==> src/rtl/pio_pattern_seq_if.sv <==
// Avalon-MM slave register bus for the pattern-sequencer PIO.
interface pio_pattern_seq_if;
  logic [2:0]  address;
  logic        chipselect;
  logic        write_n;
  logic [31:0] writedata;
  logic [31:0] readdata;

  modport master (output address, chipselect, write_n, writedata, input readdata);
  modport slave  (input address, chipselect, write_n, writedata, output readdata);
endinterface

==> src/rtl/pio_pattern_seq.sv <==
// Output PIO with direct/OUTSET/OUTCLEAR writes and an autonomous pattern-table sequencer.
module pio_pattern_seq #(
  parameter int unsigned               DATA_WIDTH     = 3,
  parameter logic [DATA_WIDTH-1:0]     RESET_VALUE    = '0,
  parameter int unsigned               NUM_STEPS      = 4,
  parameter int unsigned               PRESCALE_WIDTH = 24
) (
  input  logic                  clk,
  input  logic                  reset_n,
  pio_pattern_seq_if.slave      avs,
  output logic [DATA_WIDTH-1:0] out_port,
  output logic                  irq
);

  localparam int unsigned IW  = (NUM_STEPS > 1) ? $clog2(NUM_STEPS) : 1;
  localparam int unsigned DUR = 16;

  localparam logic [2:0] A_DATA   = 3'd0;
  localparam logic [2:0] A_CTRL   = 3'd1;
  localparam logic [2:0] A_PERIOD = 3'd2;
  localparam logic [2:0] A_IDX    = 3'd3;
  localparam logic [2:0] A_SET    = 3'd4;
  localparam logic [2:0] A_CLR    = 3'd5;
  localparam logic [2:0] A_STEP   = 3'd6;
  localparam logic [2:0] A_STATUS = 3'd7;

  typedef enum logic [0:0] {S_IDLE, S_RUN} state_e;

  state_e                    state_q, state_d;
  logic [DATA_WIDTH-1:0]     data_q, data_d;
  logic                      loop_q, loop_d;
  logic                      irq_en_q, irq_en_d;
  logic [PRESCALE_WIDTH-1:0] period_q, period_d;
  logic [IW-1:0]             step_idx_q, step_idx_d;
  logic [IW-1:0]             cur_step_q, cur_step_d;
  logic                      done_q, done_d;
  logic [PRESCALE_WIDTH-1:0] presc_q, presc_d;
  logic [DUR-1:0]            dur_cnt_q, dur_cnt_d;
  logic                      irq_q;
  logic [DATA_WIDTH-1:0]     pat_q [NUM_STEPS];
  logic [DATA_WIDTH-1:0]     pat_d [NUM_STEPS];
  logic [DUR-1:0]            dur_q [NUM_STEPS];
  logic [DUR-1:0]            dur_d [NUM_STEPS];

  logic [31:0]   wd_c;
  logic          wr_c;
  logic          busy_c;
  logic          load_c;
  logic [IW-1:0] load_idx_c;
  logic [31:0]   rdata_c;
  logic          unused_c;

  assign wd_c     = avs.writedata;
  assign wr_c     = avs.chipselect & ~avs.write_n;
  assign busy_c   = (state_q == S_RUN);
  assign unused_c = ^wd_c;

  // Next-state: register writes, sequencer stepping, and step loading.
  always_comb begin
    state_d    = state_q;
    data_d     = data_q;
    loop_d     = loop_q;
    irq_en_d   = irq_en_q;
    period_d   = period_q;
    step_idx_d = step_idx_q;
    cur_step_d = cur_step_q;
    done_d     = done_q;
    presc_d    = presc_q;
    dur_cnt_d  = dur_cnt_q;
    pat_d      = pat_q;
    dur_d      = dur_q;
    load_c     = 1'b0;
    load_idx_c = '0;

    if (wr_c && avs.address == A_IDX) step_idx_d = wd_c[IW-1:0];
    if (wr_c && avs.address == A_STEP) begin
      pat_d[step_idx_q] = wd_c[DATA_WIDTH-1:0];
      dur_d[step_idx_q] = wd_c[31:16];
      step_idx_d        = step_idx_q + IW'(1);
    end
    if (wr_c && avs.address == A_PERIOD) period_d = wd_c[PRESCALE_WIDTH-1:0];
    if (wr_c && avs.address == A_STATUS && wd_c[1]) done_d = 1'b0;
    if (wr_c && avs.address == A_CTRL) begin
      loop_d   = wd_c[1];
      irq_en_d = wd_c[2];
    end

    case (state_q)
      S_IDLE: begin
        if (wr_c && avs.address == A_DATA) data_d = wd_c[DATA_WIDTH-1:0];
        if (wr_c && avs.address == A_SET)  data_d = data_q | wd_c[DATA_WIDTH-1:0];
        if (wr_c && avs.address == A_CLR)  data_d = data_q & ~wd_c[DATA_WIDTH-1:0];
        if (wr_c && avs.address == A_CTRL && wd_c[0]) begin
          state_d = S_RUN;
          presc_d = period_q;
          done_d  = 1'b0;
          load_c  = 1'b1;
        end
      end
      S_RUN: begin
        // A CTRL write overrides any step advance in the same cycle.
        if (wr_c && avs.address == A_CTRL) begin
          if (wd_c[0]) begin
            presc_d = period_q;
            load_c  = 1'b1;
          end else begin
            state_d = S_IDLE;
          end
        end else if (presc_q == '0) begin
          presc_d = period_q;
          if (dur_cnt_q == DUR'(1)) begin
            if (cur_step_q != IW'(NUM_STEPS - 1)) begin
              load_c     = 1'b1;
              load_idx_c = cur_step_q + IW'(1);
            end else if (loop_q) begin
              load_c = 1'b1;
            end else begin
              state_d = S_IDLE;
              done_d  = 1'b1;
            end
          end else begin
            dur_cnt_d = dur_cnt_q - DUR'(1);
          end
        end else begin
          presc_d = presc_q - PRESCALE_WIDTH'(1);
        end
      end
      default: state_d = S_IDLE;
    endcase

    // A zero duration in the table behaves as one tick.
    if (load_c) begin
      cur_step_d = load_idx_c;
      data_d     = pat_q[load_idx_c];
      dur_cnt_d  = (dur_q[load_idx_c] == '0) ? DUR'(1) : dur_q[load_idx_c];
    end
  end

  always_ff @(posedge clk or negedge reset_n) begin
    if (!reset_n) begin
      state_q    <= S_IDLE;
      data_q     <= RESET_VALUE;
      loop_q     <= 1'b0;
      irq_en_q   <= 1'b0;
      period_q   <= '0;
      step_idx_q <= '0;
      cur_step_q <= '0;
      done_q     <= 1'b0;
      presc_q    <= '0;
      dur_cnt_q  <= '0;
      irq_q      <= 1'b0;
      pat_q      <= '{default: '0};
      dur_q      <= '{default: '0};
    end else begin
      state_q    <= state_d;
      data_q     <= data_d;
      loop_q     <= loop_d;
      irq_en_q   <= irq_en_d;
      period_q   <= period_d;
      step_idx_q <= step_idx_d;
      cur_step_q <= cur_step_d;
      done_q     <= done_d;
      presc_q    <= presc_d;
      dur_cnt_q  <= dur_cnt_d;
      irq_q      <= done_d & irq_en_d;
      pat_q      <= pat_d;
      dur_q      <= dur_d;
    end
  end

  // Zero-wait-state read mux; no read side effects.
  always_comb begin
    rdata_c = '0;
    case (avs.address)
      A_DATA:   rdata_c = 32'(data_q);
      A_CTRL:   rdata_c = 32'({irq_en_q, loop_q, busy_c});
      A_PERIOD: rdata_c = 32'(period_q);
      A_IDX:    rdata_c = 32'(step_idx_q);
      A_STEP:   rdata_c = {dur_q[step_idx_q], 16'(pat_q[step_idx_q])};
      A_STATUS: rdata_c = {20'd0, 4'(cur_step_q), 6'd0, done_q, busy_c};
      default:  rdata_c = '0;
    endcase
  end

  assign avs.readdata = rdata_c;
  assign out_port     = data_q;
  assign irq          = irq_q;

endmodule
==> src/flat_wrapper.sv <==
// flat-port wrapper written by rule: the top's interface ports become plain ports
module pio_pattern_seq_flat 
#(
  parameter int unsigned               DATA_WIDTH     = 3,
  parameter logic [DATA_WIDTH-1:0]     RESET_VALUE    = '0,
  parameter int unsigned               NUM_STEPS      = 4,
  parameter int unsigned               PRESCALE_WIDTH = 24
)
  (clk, reset_n, out_port, irq, avs_address, avs_chipselect, avs_write_n, avs_writedata, avs_readdata);
  pio_pattern_seq_if avs_i ();
  input  logic clk;
  input  logic reset_n;
  output logic [DATA_WIDTH-1:0] out_port;
  output logic irq;
  input wire logic [$bits(avs_i.address)-1:0] avs_address;
  input wire logic [$bits(avs_i.chipselect)-1:0] avs_chipselect;
  input wire logic [$bits(avs_i.write_n)-1:0] avs_write_n;
  input wire logic [$bits(avs_i.writedata)-1:0] avs_writedata;
  output wire logic [$bits(avs_i.readdata)-1:0] avs_readdata;
  assign avs_i.address = avs_address;
  assign avs_i.chipselect = avs_chipselect;
  assign avs_i.write_n = avs_write_n;
  assign avs_i.writedata = avs_writedata;
  assign avs_readdata = avs_i.readdata;
  pio_pattern_seq #(.DATA_WIDTH(DATA_WIDTH), .RESET_VALUE(RESET_VALUE), .NUM_STEPS(NUM_STEPS), .PRESCALE_WIDTH(PRESCALE_WIDTH)) u_core (.clk(clk), .reset_n(reset_n), .avs(avs_i), .out_port(out_port), .irq(irq));
endmodule
==> config.mk <==
export PLATFORM = sky130hd
export DESIGN_NAME = pio_pattern_seq_flat
export DESIGN_NICKNAME = d
export VERILOG_FILES = /design/src/rtl/pio_pattern_seq_if.sv /design/src/rtl/pio_pattern_seq.sv /design/src/flat_wrapper.sv
export SDC_FILE = /design/constraint.sdc
export NUM_CORES = 1
export LEC_CHECK = 0
export CAP_MARGIN = 20
export CORE_ASPECT_RATIO = 1.2
export CORE_MARGIN = 2
export CORE_UTILIZATION = 45
export DETAILED_ROUTE_END_ITERATION = 6
export PLACE_DENSITY_LB_ADDON = 0.3
export REMOVE_ABC_BUFFERS = 1
export SETUP_SLACK_MARGIN = 0.5
export SLEW_MARGIN = 20
export SYNTH_ARGS = -nofsm -noshare
export SYNTH_HDL_FRONTEND = slang
export SYNTH_SLANG_ARGS = --single-unit
==> constraint.sdc <==
create_clock -name clk -period 4.08 [get_ports clk]
set_input_delay 0.408 -clock clk [delete_from_list [all_inputs] [get_ports clk]]
set_output_delay 0.408 -clock clk [all_outputs]
set_load 0.05 [all_outputs]
Word-level counts from Yosys, hierarchy flattened:

Cells that the tools add are included.

* add/subtract/negate cells: 4
* $lt $le $gt $ge: 3
* reduce and logical (&&, ||, !) cells: 21
* multiplexer cells: 63
* equal/unequal tests: 14
* bitwise logic cells: 9

Operators with widths (number)
* 32-bit case mux with 6 select lines: 1
* 16-bit two-way mux: 11
* 24-bit two-way mux: 4
* 16-bit binary-select mux with 2-bit select: 2
* 64-bit bitwise mux: 1
* 24-bit case mux with 2 select lines: 1
* 16-bit demux with 2-bit select: 1
* 3-bit two-way mux: 10
* 24-bit logical NOT: 1
* 24-bit by 1-bit subtractor with 24-bit output, second input constant: 1
* 1-bit two-way mux: 18
* 16-bit by 1-bit == test with 1-bit output, second input constant: 1
* 16-bit logical NOT: 1
* 16-bit by 1-bit subtractor with 16-bit output, second input constant: 1
* 2-bit two-way mux: 7
* 3-bit binary-select mux with 2-bit select: 2
* 12-bit bitwise mux: 1
* 3-bit == test, second input constant: 4
* 1-bit logical AND: 11
* 3-bit demux with 2-bit select: 1
* 3-bit by 2-bit == test with 1-bit output, second input constant: 2
* 3-bit greater-or-equal comparator, second input constant: 2
* 2-bit by 1-bit inequality test with 1-bit output, second input constant: 3
* 2-bit inverter with 3-bit output: 2
* other kinds (16): 25

* input port bits: 39
* logic and storage cells: 133
* register bits: 152
* output and inout port bits: 36

Longest topological paths before layout:

Gate-level depths: netlist of the first run.

* depth in word-level cells: 13
* depth in mapped cells: 12
* mapped depth without buffers: 10

Worst setup path after synthesis of the first run:

No wires, ideal clock.

* path type: register to register
* from: register u_core.presc_q[0]
* to: register u_core.data_q[2] (netlist: u_core.out_port[2])
* library setup time: 0.133 ns
* data required time: 3.947 ns
* setup slack: 1.104 ns
* data arrival time: 2.843 ns
* cell stages (with the launch flop): 13
* cells stage by stage: dfrtp_1 -> inv_1 -> ha_1 -> nor3b_1 -> nand3_1 -> or4_1 -> buf_2 -> nand2b_4 -> buf_6 -> mux2_4 -> a311o_1 -> o31ai_1 -> o31ai_1

* longest elaborated chain between the ends: 9

Ends and longest elaborated chain
* start: declaration: RTL line pio_pattern_seq.sv:37 `logic [PRESCALE_WIDTH-1:0] presc_q, presc_d;`
* start signal: assignment: RTL line pio_pattern_seq.sv:163 `presc_q <= presc_d;`
* 24-bit logical NOT *: RTL line pio_pattern_seq.sv:109 `end else if (presc_q == '0) begin`
* 2-bit two-way mux: RTL line pio_pattern_seq.sv:109
* 2-bit two-way mux: RTL line pio_pattern_seq.sv:102 `if (wr_c && avs.address == A_CTRL) begin`
* 2-bit two-way mux: RTL line pio_pattern_seq.sv:88 `case (state_q)`
* 2-bit inverter with 3-bit output (not written as such): RTL line pio_pattern_seq.sv:134 `data_d = pat_q[load_idx_c];`
* 3-bit binary-select mux with 2-bit select: RTL line pio_pattern_seq.sv:134
* 3-bit two-way mux (not written as such) (2 in a row): RTL line pio_pattern_seq.sv:134
* 3-bit two-way mux: RTL line pio_pattern_seq.sv:132 `if (load_c) begin`
* end signal: assignment: RTL line pio_pattern_seq.sv:156 `data_q <= data_d;`
* end: declaration: RTL line pio_pattern_seq.sv:30 `logic [DATA_WIDTH-1:0] data_q, data_d;`

Every way passes the cells marked *; elsewhere a longest branch is shown, timed or not. The select of a mux whose other input is x is not followed.
A chain may end at the register's enable or synchronous reset.

Worst setup path in the final report of the first run:

Ends and elaborated chain as after synthesis.

==> impl_metrics.json, run 1 <==
{
  "status": "complete, no violations",
  "grt_antenna_before_repair": 0,
  "start_util_pct": 45.5,
  "die_x_um": 129,
  "grt_pass1_vias": 7051,
  "fmax_ghz": 0.308,
  "power-per-cell-area_mw_per_mm2": 533,
  "critical_path.cell_chain": "inv_1 -> ha_1 -> nor3b_1 -> nand3_1 -> buf_4 -> or4_1 -> buf_4 -> nand2b_4 -> mux2_4 -> a311o_1 -> o31ai_1 -> o31ai_1",
  "routed_wirelength_um": 22400,
  "synth.top_cell.area_share_pct": 44.8,
  "globalplace.congestion": 0.865,
  "synth.largest_area_cell": "sky130_fd_sc_hd__dfrtp_1",
  "synth-compound-area-share_pct": 14.0,
  "intPower_mw": 3.71,
  "route.detailed.vias_per_inst": 5.96,
  "cts-root-buf": "sky130_fd_sc_hd__clkbuf_16",
  "combinational_family_with_the_most_area_after_synthesis": "multiplexers",
  "cts-root-to-sink-buffers": 2,
  "grt_setup_unrepaired": "false",
  "hold_path_class": "in2async",
  "layout_skew_ns": 0.0141,
  "detail-route-antenna-nets": 0,
  "area_growth_syn_to_layout_pct": 22.1,
  "endpoints_failing_setup": 0,
  "drive_above_1_share_pct": 23.4,
  "crit_path_max_incr_delay_ns": 0.55,
  "timing.final.ws_setup_ns": 0.838,
  "synth_fa_ha_area_share_pct": 1.18,
  "crit_path_max_fanout": 11,
  "dp_slack_ns": 0.486,
  "hpwlAfterDp_um": 14900,
  "grt_start_max_net_pins": 95,
  "synth.yosys.warnings": 0,
  "worst_path_max_delay_cell": "sky130_fd_sc_hd__or4_1",
  "synth_area_mm2": 0.00848,
  "synth-seq-cells": 152,
  "drt_first_pass_iters": 5,
  "average_cell_area_after_synthesis_um2": 10.0,
  "power_frac_clock_pct": 29.6,
  "post_drt_wl_per_cell_um": 19.0,
  "cts_tree": "yes",
  "async_reset_ff_share_pct": 100,
  "period_share_pct": 79.5,
  "drt_iter0_drc": 598,
  "drc": 0,
  "clock_tree.htree_level_count": 4,
  "p_leak_nw": 4.49,
  "gr-total-overflow": 0,
  "share_comb_of_total_power_pct": 28.7,
  "setup_crit_start_kind": "flop",
  "drv_slew": 0,
  "die-height_um": 154,
  "post_cts_resize_count": 0,
  "transition_time_at_the_pin_with_the_least_slew_margin_ns": 0.906,
  "grt_resource_usage_total_pct": 23.4,
  "num_vias": 7032,
  "cts.repair_timing.setup_buffer_count": 0,
  "worst_ir_drop_vdd_mv": 0.319,
  "number_of_diodes": 0,
  "synth_top_area_cells": "sky130_fd_sc_hd__dfrtp_1 45%, sky130_fd_sc_hd__mux2_2 14%, sky130_fd_sc_hd__mux4_2 5.0%",
  "synth.yosys.seq_area_share_pct": 44.8,
  "p_switching_mw": 1.81,
  "critPathCaptureType": "flop",
  "yosys-mux-area-fraction_pct": 20.1,
  "most_frequent_cells_after_synthesis": "152 x sky130_fd_sc_hd__dfrtp_1, 104 x sky130_fd_sc_hd__mux2_2, 78 x sky130_fd_sc_hd__nor2_1",
  "synth_enable_flop_cells": 0,
  "clk_pin_slew_ns": 0.06,
  "hold_buffers": 0,
  "hold_violations": 0,
  "crit_required_ns": 4.35,
  "worst_ep_arrival_time_ns": 3.51,
  "synth_cells": 844,
  "setup.worst_path.class": "reg2reg",
  "area_of_the_die_mm2": 0.0200,
  "post_synth_xor_area_fraction_pct": 0,
  "inserted_clock_buffers": 17,
  "synthSimpleGateAreaFrac_pct": 16.5,
  "cts.sink_count": 152,
  "placeableCoreArea_mm2": 0.0186,
  "synthFlopType": "sky130_fd_sc_hd__dfrtp_1",
  "post-synth-top-count-cell": "sky130_fd_sc_hd__dfrtp_1",
  "switching_share_pct": 32.9,
  "nNetsFinal": 958,
  "timing.max_cap.violations": 0,
  "floorplan.io_pins": 75,
  "wire_length_of_the_first_global_routing_pass_um": 36600,
  "worst_skew_pair.late_latency_ns": 0.43,
  "placement.io_buffers": 74,
  "setup_tns_ns": 0,
  "max_slew_margin_pct": 39.6,
  "seq_power_share_pct": 41.7,
  "timing.final.crit_period_ns": 3.24,
  "rows": 55,
  "synth_cell_types": 55
}
## cell type report
type                            count  area, µm²
Sequential cell                   152       3800
Inverter                           19       71.3
Timing Repair Buffer              102       1140
Multi-Input combinational cell    619       4410
Fill cell                        1621       8290
Tap cell                          256        320
Clock buffer                       22        464
Clock inverter                     10        143
## final timing paths
path / from / endpoint / slack (ns) / cells after the start
min in group clk: u_core.presc_q[14] / u_core.presc_q[14] / 0.51 / 2
max reg2reg: u_core.presc_q[0] / u_core.out_port[2] / 0.84 / 12
max in group asynchronous: reset_n / u_core.dur_q[39] / 3.13 / 2
max: u_core.presc_q[0] / u_core.out_port[2] / 0.84 / 12
min reg2reg: u_core.presc_q[14] / u_core.presc_q[14] / 0.51 / 2
min: reset_n / u_core.period_q[3] / 0.10 / 1
## metrics by stage
step	cell area, µm²	util, %	total power [mW]	hold WS [ns]	cells
after global placement	9750	52.3	3.85	0.490	1148
after floorplan	8270	-	3.33	0.112	790
after global routing	10400	55.5	5.80	0.174	1180
final	10400	55.5	5.52	0.101	1180
after CTS	10400	55.5	5.53	0.127	1180
after detailed placement	9750	52.3	3.90	0.504	1148
## flip-flops by register name, indices dropped and copies added, names as in the netlist
| signal | count |
|---|---|
| u_core.dur_q | 64 |
| u_core.done_q | 1 |
| u_core.dur_cnt_q | 16 |
| u_core.irq | 1 |
| u_core.cur_step_q | 2 |
| u_core.step_idx_q | 2 |
| u_core.period_q | 24 |
| u_core.loop_q | 1 |
| u_core.presc_q | 24 |
| u_core.out_port | 3 |
| u_core.pat_q | 12 |
| u_core.irq_en_q | 1 |
| u_core.busy_c | 1 |
## cell usage in the layout, fill, tap and decap left out, drive strengths merged, types with 9 or more instances in the layout
cell           synthesis  final
dfrtp                152    152
mux2                 105    105
nor2                  78     78
nand2                 75     75
o21ai                 71     71
clkdlybuf4s50          0     55
buf                    4     47
a21oi                 40     40
nor3                  37     37
clkbuf                50     22
a31oi                 21     21
inv                   19     20
mux4                  19     19
and3                  14     14
and2                  13     13
nand3                 13     13
nor4                  13     13
a22o                  11     11
mux2i                  9      9
## cell families (layout without fill, tap and decap cells)
kind of cell | after synthesis | count (layout)
and+or+nand+nor | 284 | 284
AOI/OAI and AO/OA | 194 | 194
DFF | 152 | 152
muxes | 133 | 133
buffers and inverters | 73 | 153
adders and majority gates | 8 | 8
## worst max-delay path: cells and delay by family (launching register included)
| family | cells | cell delay (ns) |
|---|---|---|
| buffers and inverters | 3 | 0.49 |
| adders and majority gates | 1 | 0.21 |
| muxes | 1 | 0.32 |
| AOI/OAI and AO/OA | 3 | 0.52 |
| and+or+nand+nor | 4 | 1.15 |
| DFF | 1 | 0.38 |
## metal layers
metal | routed length, µm | vias up | global-route usage, %
met5 | 0 | - | 0
met4 | 637 | 0 | 10.1
met3 | 1040 | 50 | 3.67
met2 | 11400 | 236 | 39.1
met1 | 9410 | 3497 | 29.9
li1 | - | 3249 | -
## power by group through the flow
| stage | combinational [mW] | sequential (mW) | clock, mW |
|---|---|---|---|
| after global routing | 1.73 | 2.36 | 1.71 |
| after floorplan | 1.06 | 2.27 | 0 |
| after CTS | 1.59 | 2.29 | 1.65 |
| after global placement | 1.55 | 2.30 | 0 |
| final | 1.58 | 2.30 | 1.63 |
| after detailed placement | 1.58 | 2.31 | 0 |
No activity file was read; power rests on OpenSTA's default activity.
==> inputs of run 2 (changes only) <==
==> constraint.sdc (replaced) <==
create_clock -name clk -period 2.7 [get_ports clk]
set_input_delay 0.27 -clock clk [delete_from_list [all_inputs] [get_ports clk]]
set_output_delay 0.27 -clock clk [all_outputs]
set_load 0.05 [all_outputs]
==> impl_metrics.json, run 2 (synthesized netlist as in run 1, its figures left out) <==
{
  "cts-root-buf": "sky130_fd_sc_hd__clkbuf_16",
  "setup_crit_start_kind": "flop",
  "critPathTopFamily": "simple AND/OR/NAND/NOR gates",
  "intPower_mw": 6.29,
  "critPathCaptureType": "flop",
  "timing.final.ws_setup_ns": -0.278,
  "route.detailed.vias_per_inst": 6.09,
  "die-height_um": 154,
  "layout_skew_ns": 0.0120,
  "violated_checks": "negative setup slack",
  "worst_case_register_to_register_setup_slack_ns": -0.28,
  "setup_tns_ns": -1.98,
  "placeableCoreArea_mm2": 0.0186,
  "crit_required_ns": 3.06,
  "regMostFlops": "u_core.dur_q",
  "layout_top_registers": "u_core.dur_q (64), u_core.period_q (24), u_core.presc_q (24)",
  "endpoints_failing_setup": 18,
  "grt_antenna_before_repair": 0,
  "clock_tree.htree_level_count": 4,
  "cts_tree": "yes",
  "placement.io_buffers": 74,
  "grt_start_max_net_pins": 56,
  "reg2reg_from": "u_core.presc_q[13]",
  "grt_pass1_vias": 8030,
  "cts.sink_count": 152,
  "floorplan.io_pins": 75,
  "rows": 55,
  "num_vias": 8136,
  "globalplace.congestion": 0.953,
  "fmax_ghz": 0.336,
  "crit_path_max_fanout": 7,
  "timing.critical_path.buf_inv": 1,
  "final_design_area_no_fill_mm2": 0.0128,
  "grt_resource_usage_total_pct": 27.6,
  "status": "finished, violations left",
  "drt_first_pass_iters": 5,
  "crit_path_max_incr_delay_ns": 0.63,
  "switching_share_pct": 34.4,
  "nNetsFinal": 1117,
  "wire_length_of_the_first_global_routing_pass_um": 42400,
  "die_x_um": 129,
  "area_of_the_die_mm2": 0.0200,
  "fin_total_pwr_mw": 9.59,
  "start_util_pct": 45.5,
  "setup.worst_path.class": "reg2reg",
  "placement.cell_area_mm2": 0.0108,
  "power-per-cell-area_mw_per_mm2": 752,
  "drv_slew": 0,
  "drc": 0,
  "routed_wirelength_um": 28300,
  "hold_ws_ns": 0.329,
  "max_slew_margin_pct": 62.7,
  "hold_violations": 0,
  "worst_path_max_delay_cell": "sky130_fd_sc_hd__or4_4",
  "drt_iter0_drc": 765,
  "share_comb_of_total_power_pct": 39.3,
  "transition_time_at_the_pin_with_the_least_slew_margin_ns": 0.555,
  "number_of_diodes": 0,
  "hold_path_class": "in2async",
  "seq_power_share_pct": 36.3,
  "clk_pin_slew_ns": 0.06,
  "area_growth_syn_to_layout_pct": 50.4,
  "r2r_end": "u_core.dur_cnt_q[0]",
  "timing.max_cap.violations": 0,
  "p_switching_mw": 3.31,
  "worst_ep_arrival_time_ns": 3.34,
  "inserted_clock_buffers": 17,
  "gr-total-overflow": 0,
  "timing.final.crit_period_ns": 2.98,
  "largest_register_ff_count": 64,
  "most_prevalent_standard_cell_on_the_critical_path": "sky130_fd_sc_hd__or4_4",
  "ff2ff_path_depth": 9,
  "final_core_utilization_pct": 68.4,
  "drive_above_1_share_pct": 45.7,
  "worst_skew_pair.late_latency_ns": 0.44,
  "layout_common_cells": "150 x sky130_fd_sc_hd__dfrtp_1, 116 x sky130_fd_sc_hd__buf_4, 104 x sky130_fd_sc_hd__mux2_2, 68 x sky130_fd_sc_hd__nand2_1, 60 x sky130_fd_sc_hd__nor2_1",
  "power_frac_clock_pct": 24.3,
  "p_leak_nw": 5.64,
  "final_common_cell": "sky130_fd_sc_hd__dfrtp_1",
  "critical_path.cell_chain": "or4_4 -> nand4b_4 -> or4_4 -> buf_12 -> nor2_1 -> o22ai_1 -> nor4_1 -> nand4_1 -> a31oi_1",
  "hpwlAfterDp_um": 17200,
  "detail-route-antenna-nets": 0,
  "worst_ir_drop_vdd_mv": 0.490,
  "cts-root-to-sink-buffers": 2,
  "post_drt_wl_per_cell_um": 21.1,
  "period_share_pct": 110,
  "grt_setup_unrepaired": "true"
}
[run 2: cell count changes in the layout (fill, tap and decap cells not counted), sizes merged, moves of 2 or more]
cell and change:
clkinvlp +4, clkdlybuf4s50 -15, clkinv -3, buf +170, inv -2
[run 2: layout make-up]
class,instances,area (µm²)
inverters,19,75.1
flip-flops and latches,152,3810
well taps,256,320
multi-input cells,619,5020
fillers,1265,5890
clock buffers,21,460
repair buffers,261,2970
clock inverters,8,100
[run 2: worst max-delay path by stage]
stage	to	startpoint	cells after the start	slack [ns]
2_1_floorplan	u_core.out_port[2]	u_core.presc_q[0]	10	-1.23
3_3_place_gp	u_core.dur_cnt_q[2]	u_core.presc_q[11]	9	-0.19
3_5_place_dp	u_core.dur_cnt_q[11]	u_core.presc_q[11]	9	-0.24
4_1_cts	u_core.dur_cnt_q[15]	u_core.dur_cnt_q[1]	10	-0.13
5_1_grt	u_core.dur_cnt_q[0]	u_core.presc_q[13]	9	-0.29
6_report	u_core.dur_cnt_q[0]	u_core.presc_q[13]	9	-0.28
[run 2: power by group through the flow]
stage / combinational (mW) / sequential (mW) / clock (mW)
floorplan: 1.60 / 3.43 / 0
global placement: 2.87 / 3.43 / 0
detailed placement: 2.93 / 3.46 / 0
CTS: 3.48 / 3.43 / 2.34
global route: 4.02 / 3.54 / 2.45
finish: 3.77 / 3.48 / 2.34
[run 2: timing repair]
action	in CTS	in global routing
hold endpoints to repair	40	0
setup endpoints to repair	67	67
buffers inserted	26	15
pin swaps	34	37
gates cloned	6	2
hold buffers	1	0
gates resized for setup	153	102
[run 2: metal layers]
metal / part of all wire (%) / vias to the layer above / track usage (%)
met4: 5.5 / 0 / 14.9
met2: 51 / 409 / 48.4
li1: - / 3581 / -
met1: 37 / 4025 / 31.7
met3: 5.7 / 121 / 4.81
met5: 0 / - / 0
[run 2: stage by stage]
step | setup slack, ns | instances
finish | -0.278 | 1336
global route | -0.294 | 1336
CTS | -0.129 | 1319
detailed placement | -0.244 | 1257
global placement | -0.186 | 1257
floorplan | -1.23 | 790
==> variant 1, RTL diff (settings of run 2) <==
Make the reset (`reset_n`) synchronous in one clocked block.
--- a/src/rtl/pio_pattern_seq.sv
+++ b/src/rtl/pio_pattern_seq.sv
@@ -137,5 +137,5 @@
   end
 
-  always_ff @(posedge clk or negedge reset_n) begin
+  always_ff @(posedge clk) begin
     if (!reset_n) begin
       state_q    <= S_IDLE;
Behaviour: differs if reset_n is asserted again (counterexample within 4 cycles, from zero or initial values and one cycle with reset_n low); with reset_n held inactive, the same outputs for 4 cycles.
==> variant 1 against run 2 <==
  * Die area down 4.4%
  * Sequential cell count did not move
  * Routed wire length down 1.5%
  * Final area decreased by 11%
  * Synthesized area shrank 4.5%
  * Worst setup slack better by 380 ps
  * First-iteration DRC count grew 24%
  * Critical path type unchanged
  * Highest routed layer unchanged
Power is not compared: it rests on default switching activity, and its combinational part moved more than twofold at a synthesized area within 25%.
==> variant 1: results (changes against run 2) <==
outcome=completed; CP peak stage delay=590 ps (-40 ps); Non-Filler Instances=1473 (+10%); hpwl dp=18.2 mm (+5.3%); Signal buffers=199 (-24%); comb_multi_in=858 (+39%); wire per inst=18.9 um (-11%); CTS resizes=91 (-41%); Clock Skews=9.03 ps (-2.94 ps); Worst Setup SP=u_core.presc_q[11]; critical path type=register to register; multi-input logic area=0.00507 mm2 (+0.95%); Signal inverters=14 (-5); Hold Path Class=input port to register; vias in the first global route=8485 (+5.7%); Worst path top cell family by delay=simple AND/OR/NAND/NOR gates; clock-cell share of area=5.38% (+0.99 points); FMAX=385 MHz (+15%); worst slew pin tran=721 ps (+167 ps); Post-synth ARST share=0% (-100 points); final hold slack=381 ps (+51.9 ps); biggest regs=u_core.dur_q: 64 flops, u_core.period_q: 24 flops, u_core.presc_q: 24 flops; reg2reg setup slack=100 ps (+380 ps); share of cells above drive strength 1=23.2% (-23 points); pre-CTS setup slack=11.9 ps (+256 ps); Synth area leaders=dfxtp_1 (38%), nand2_1 (14%), a21oi_1 (12%); Synth Area in Compound Gates=22.2% (+8.2 points); initial antenna violation count=0 (unchanged); vias=8877 (+9.1%); worst r2r dst=u_core.dur_cnt_q[13]; setup repair bufs after CTS=20 (-23%); gpl congestion=0.926 (-2.8%); global-route wire length before repair=43.8 mm (+3.3%); Crit Path Max Fanout=8 (+1); drt first pass iters=7 (+2); overall global routing resource usage=28.7% (+1.2 points); post-synthesis mux area share=6.92% (-13 points); Non-clock buffer share=19.9% (-3.4 points); crit path DAT=2910 ps (-430 ps); Final #Nets=1289 (+15%); placed inst area=0.00995 mm2 (-8.0%); First DRT Iteration DRCs=949 (+24%); Placed Cells=1415 (+13%); register area share after synthesis=37.6% (-7.3 points); Tap Count=220 (-14%); fillers=1423 (+12%); largest net degree at the start of global routing=58 (+3.6%); Post-synth top cells=nand2_1 (303), a21oi_1 (190), dfxtp_1 (152), nor2_1 (71), clkbuf_1 (67); Synth cell types=63 (+15%); sequential fraction of total cell area=27.0% (-2.8 points); most common cell in the netlist=nand2_1; Adder-Cell Fraction of Synth Area=1.24% (+0.056 points); Avg Cell Area, Syn=7.34 um2 (-27%); FF-to-FF path depth=10 (+1)
[variant 1: cell types whose count changed after synthesis, sizes merged, moves of 7 or more]
cell / change
clkbuf: +17
dfxtp: +152
nor2: -7
a31oi: -15
a21oi: +150
nor3: -18
nand2: +228
and3: +14
buf: +8
and2: -7
mux2: -105
dfrtp: -152
[variant 1: worst reg2reg max path, cell delays in order, from the launching register on]
cell	delay (ps)
dfxtp_1	350
nor4_4	310
nand2_1	150
or4_4	590
or2_4	300
o21ai_4	210
buf_12	160
buf_8	120
a21oi_1	40
o21ai_1	150
a21oi_1	90
[variant 1: where the power goes]
group | internal (mW) | switching [mW] | total [mW] | leakage (nW)
clock network | 1.58 | 0.951 | 2.53 | 0.303
registers | 2.26 | 0.0257 | 2.29 | 1.23
logic | 0.251 | 0.316 | 0.568 | 2.59
[variant 1: routing by layer]
metal  wire length (um)  up-vias  GRT usage [%]
met3               2020       80           4.98
met5                  0        -              0
met2              13900      443           50.7
li1                   -     4138              -
met4                922        0           12.1
met1              11000     4216           34.5
==> variant 2, RTL diff (flow settings as in run 2) <==
Without the edit above. `DATA_WIDTH` is set to 3 in 2 places; all go to 5.
--- a/src/rtl/pio_pattern_seq.sv
+++ b/src/rtl/pio_pattern_seq.sv
@@ -1,5 +1,5 @@
 // Output PIO with direct/OUTSET/OUTCLEAR writes and an autonomous pattern-table sequencer.
 module pio_pattern_seq #(
-  parameter int unsigned               DATA_WIDTH     = 3,
+  parameter int unsigned               DATA_WIDTH     = 5,
   parameter logic [DATA_WIDTH-1:0]     RESET_VALUE    = '0,
   parameter int unsigned               NUM_STEPS      = 4,
--- a/src/flat_wrapper.sv
+++ b/src/flat_wrapper.sv
@@ -2,5 +2,5 @@
 module pio_pattern_seq_flat 
 #(
-  parameter int unsigned               DATA_WIDTH     = 3,
+  parameter int unsigned               DATA_WIDTH     = 5,
   parameter logic [DATA_WIDTH-1:0]     RESET_VALUE    = '0,
   parameter int unsigned               NUM_STEPS      = 4,
Ports: changed (resized out_port); port bits go from 75 to 77. The function was not compared with the original's and may differ.
==> variant 2 against run 2 <==
  * The run still ends with negative setup slack left
  * Worst setup slack better by 250 ps
  * Sequential cell count up 10
  * Synthesized area up 6.8%
  * Clock power up 11%
  * Total power up 5.6%
  * Via count down 1.0%
  * Fmax up 9.3%
  * Routed wire length about the same
  * Utilization down 0.73 points
  * Non-clock buffer count down 7
  * Count of clock-buffer cells in the layout down 4
  * Final area up 4.1%
==> variant 2: results (changes against run 2) <==
share of cells above drive strength 1=46.3% (+0.59 points); Hold Path Class=input port to asynchronous set/reset pin; failing checks=negative setup slack; Final WS setup=-23.0 ps (+255 ps); Psw=3.54 mW (+7.0%); Synth area leaders=dfrtp_1 (45%), mux2_2 (14%), mux4_2 (5.5%); H-tree Lvls=4 (unchanged); largest net degree at the start of global routing=72 (+29%); gpl congestion=0.890 (-6.6%); vias in the first global route=7950 (-1.0%); post-DR vias/cell=6.02 (-1.2%); CTS resizes=125 (-18%); Final #Nets=1111 (-0.54%); hpwl dp=17.5 mm (+1.3%); outcome=finished with violations; M3 GR Usage=3.98% (-0.83 points); Power Dens Cells=763 mW/mm2 (+1.4%); Post-synth top cells=dfrtp_1 (162), mux2_2 (112), o21ai_0 (63), nand2_1 (61), a21oi_1 (51); critical path type=register to register; First DRT Iteration DRCs=677 (-12%); Adder-Cell Fraction of Synth Area=1.10% (-0.075 points); Logic pwr share=37.7% (-1.6 points); fillers=1382 (+9.2%); drt first pass iters=6 (+1); met2 Track Usage GR=42.8% (-5.6 points); r2r startpoint=u_core.presc_q[19]; PortBufs=76 (+2.7%); slew margin rel.=53.2% (-9.5 points); leakage power total=6.03 nW (+7.0%); Non-Filler Instances=1338 (+0.15%); Final setup viols=1 (-17); overall global routing resource usage=25.4% (-2.2 points); CP peak stage delay=560 ps (-70 ps); worst vdd ir=0.520 mV (+6.3%); Post-Route WL=28.2 mm (about the same); clock power share=25.6% (+1.3 points); setup repair bufs after CTS=24 (-7.7%); Max clock buf depth=2 (unchanged); Placed Cells=1243 (-1.1%); CTS buffer count=17 (unchanged); met1 Use GR=32.6% (+0.88 points); post-synthesis mux area share=23.5% (+3.4 points); Crit Path Max Fanout=4 (-3); register area share after synthesis=44.7% (-0.099 points); Synth cell types=68 (+24%); Synth Area in Compound Gates=13.3% (-0.73 points); global-route wire length before repair=42.7 mm (+0.86%); Clock Skews=13.1 ps (+1.11 ps); Avg Cell Area, Syn=10.7 um2 (+6.7%); crit path DAT=3080 ps (-260 ps); cts hold-fix bufs=1 (unchanged)
## variant 2: per-layer routing
layer | part of all wire, % | vias to the layer above
met5 | 0 | -
met4 | 3.4 | 0
met3 | 5.2 | 86
met2 | 51 | 336
met1 | 40 | 4043
li1 | - | 3589
## variant 2: layout make-up
type | instances | area, um2 | share of cell area [%]
clock buffer | 17 | 425 | 3.20
sequential | 162 | 4060 | 30.6
timing repair buffer | 254 | 2870 | 21.6
tap | 261 | 327 | 2.46
clock inverter | 15 | 195 | 1.47
multi-input combinational | 615 | 5350 | 40.3
inverter | 14 | 52.6 | 0.396
## variant 2: metrics by stage
step	setup WS [ps]	instance area, um2	util, %	setup TNS (ps)	hold slack [ps]
floorplan	-532	8840	-	-6510	-25.6
global placement	-147	11200	57.2	-355	339
detailed placement	-189	11200	57.2	-490	337
CTS	47.9	12600	64.2	0	444
global route	-165	13300	67.7	-187	443
finish	-23.0	13300	67.7	-23.0	412
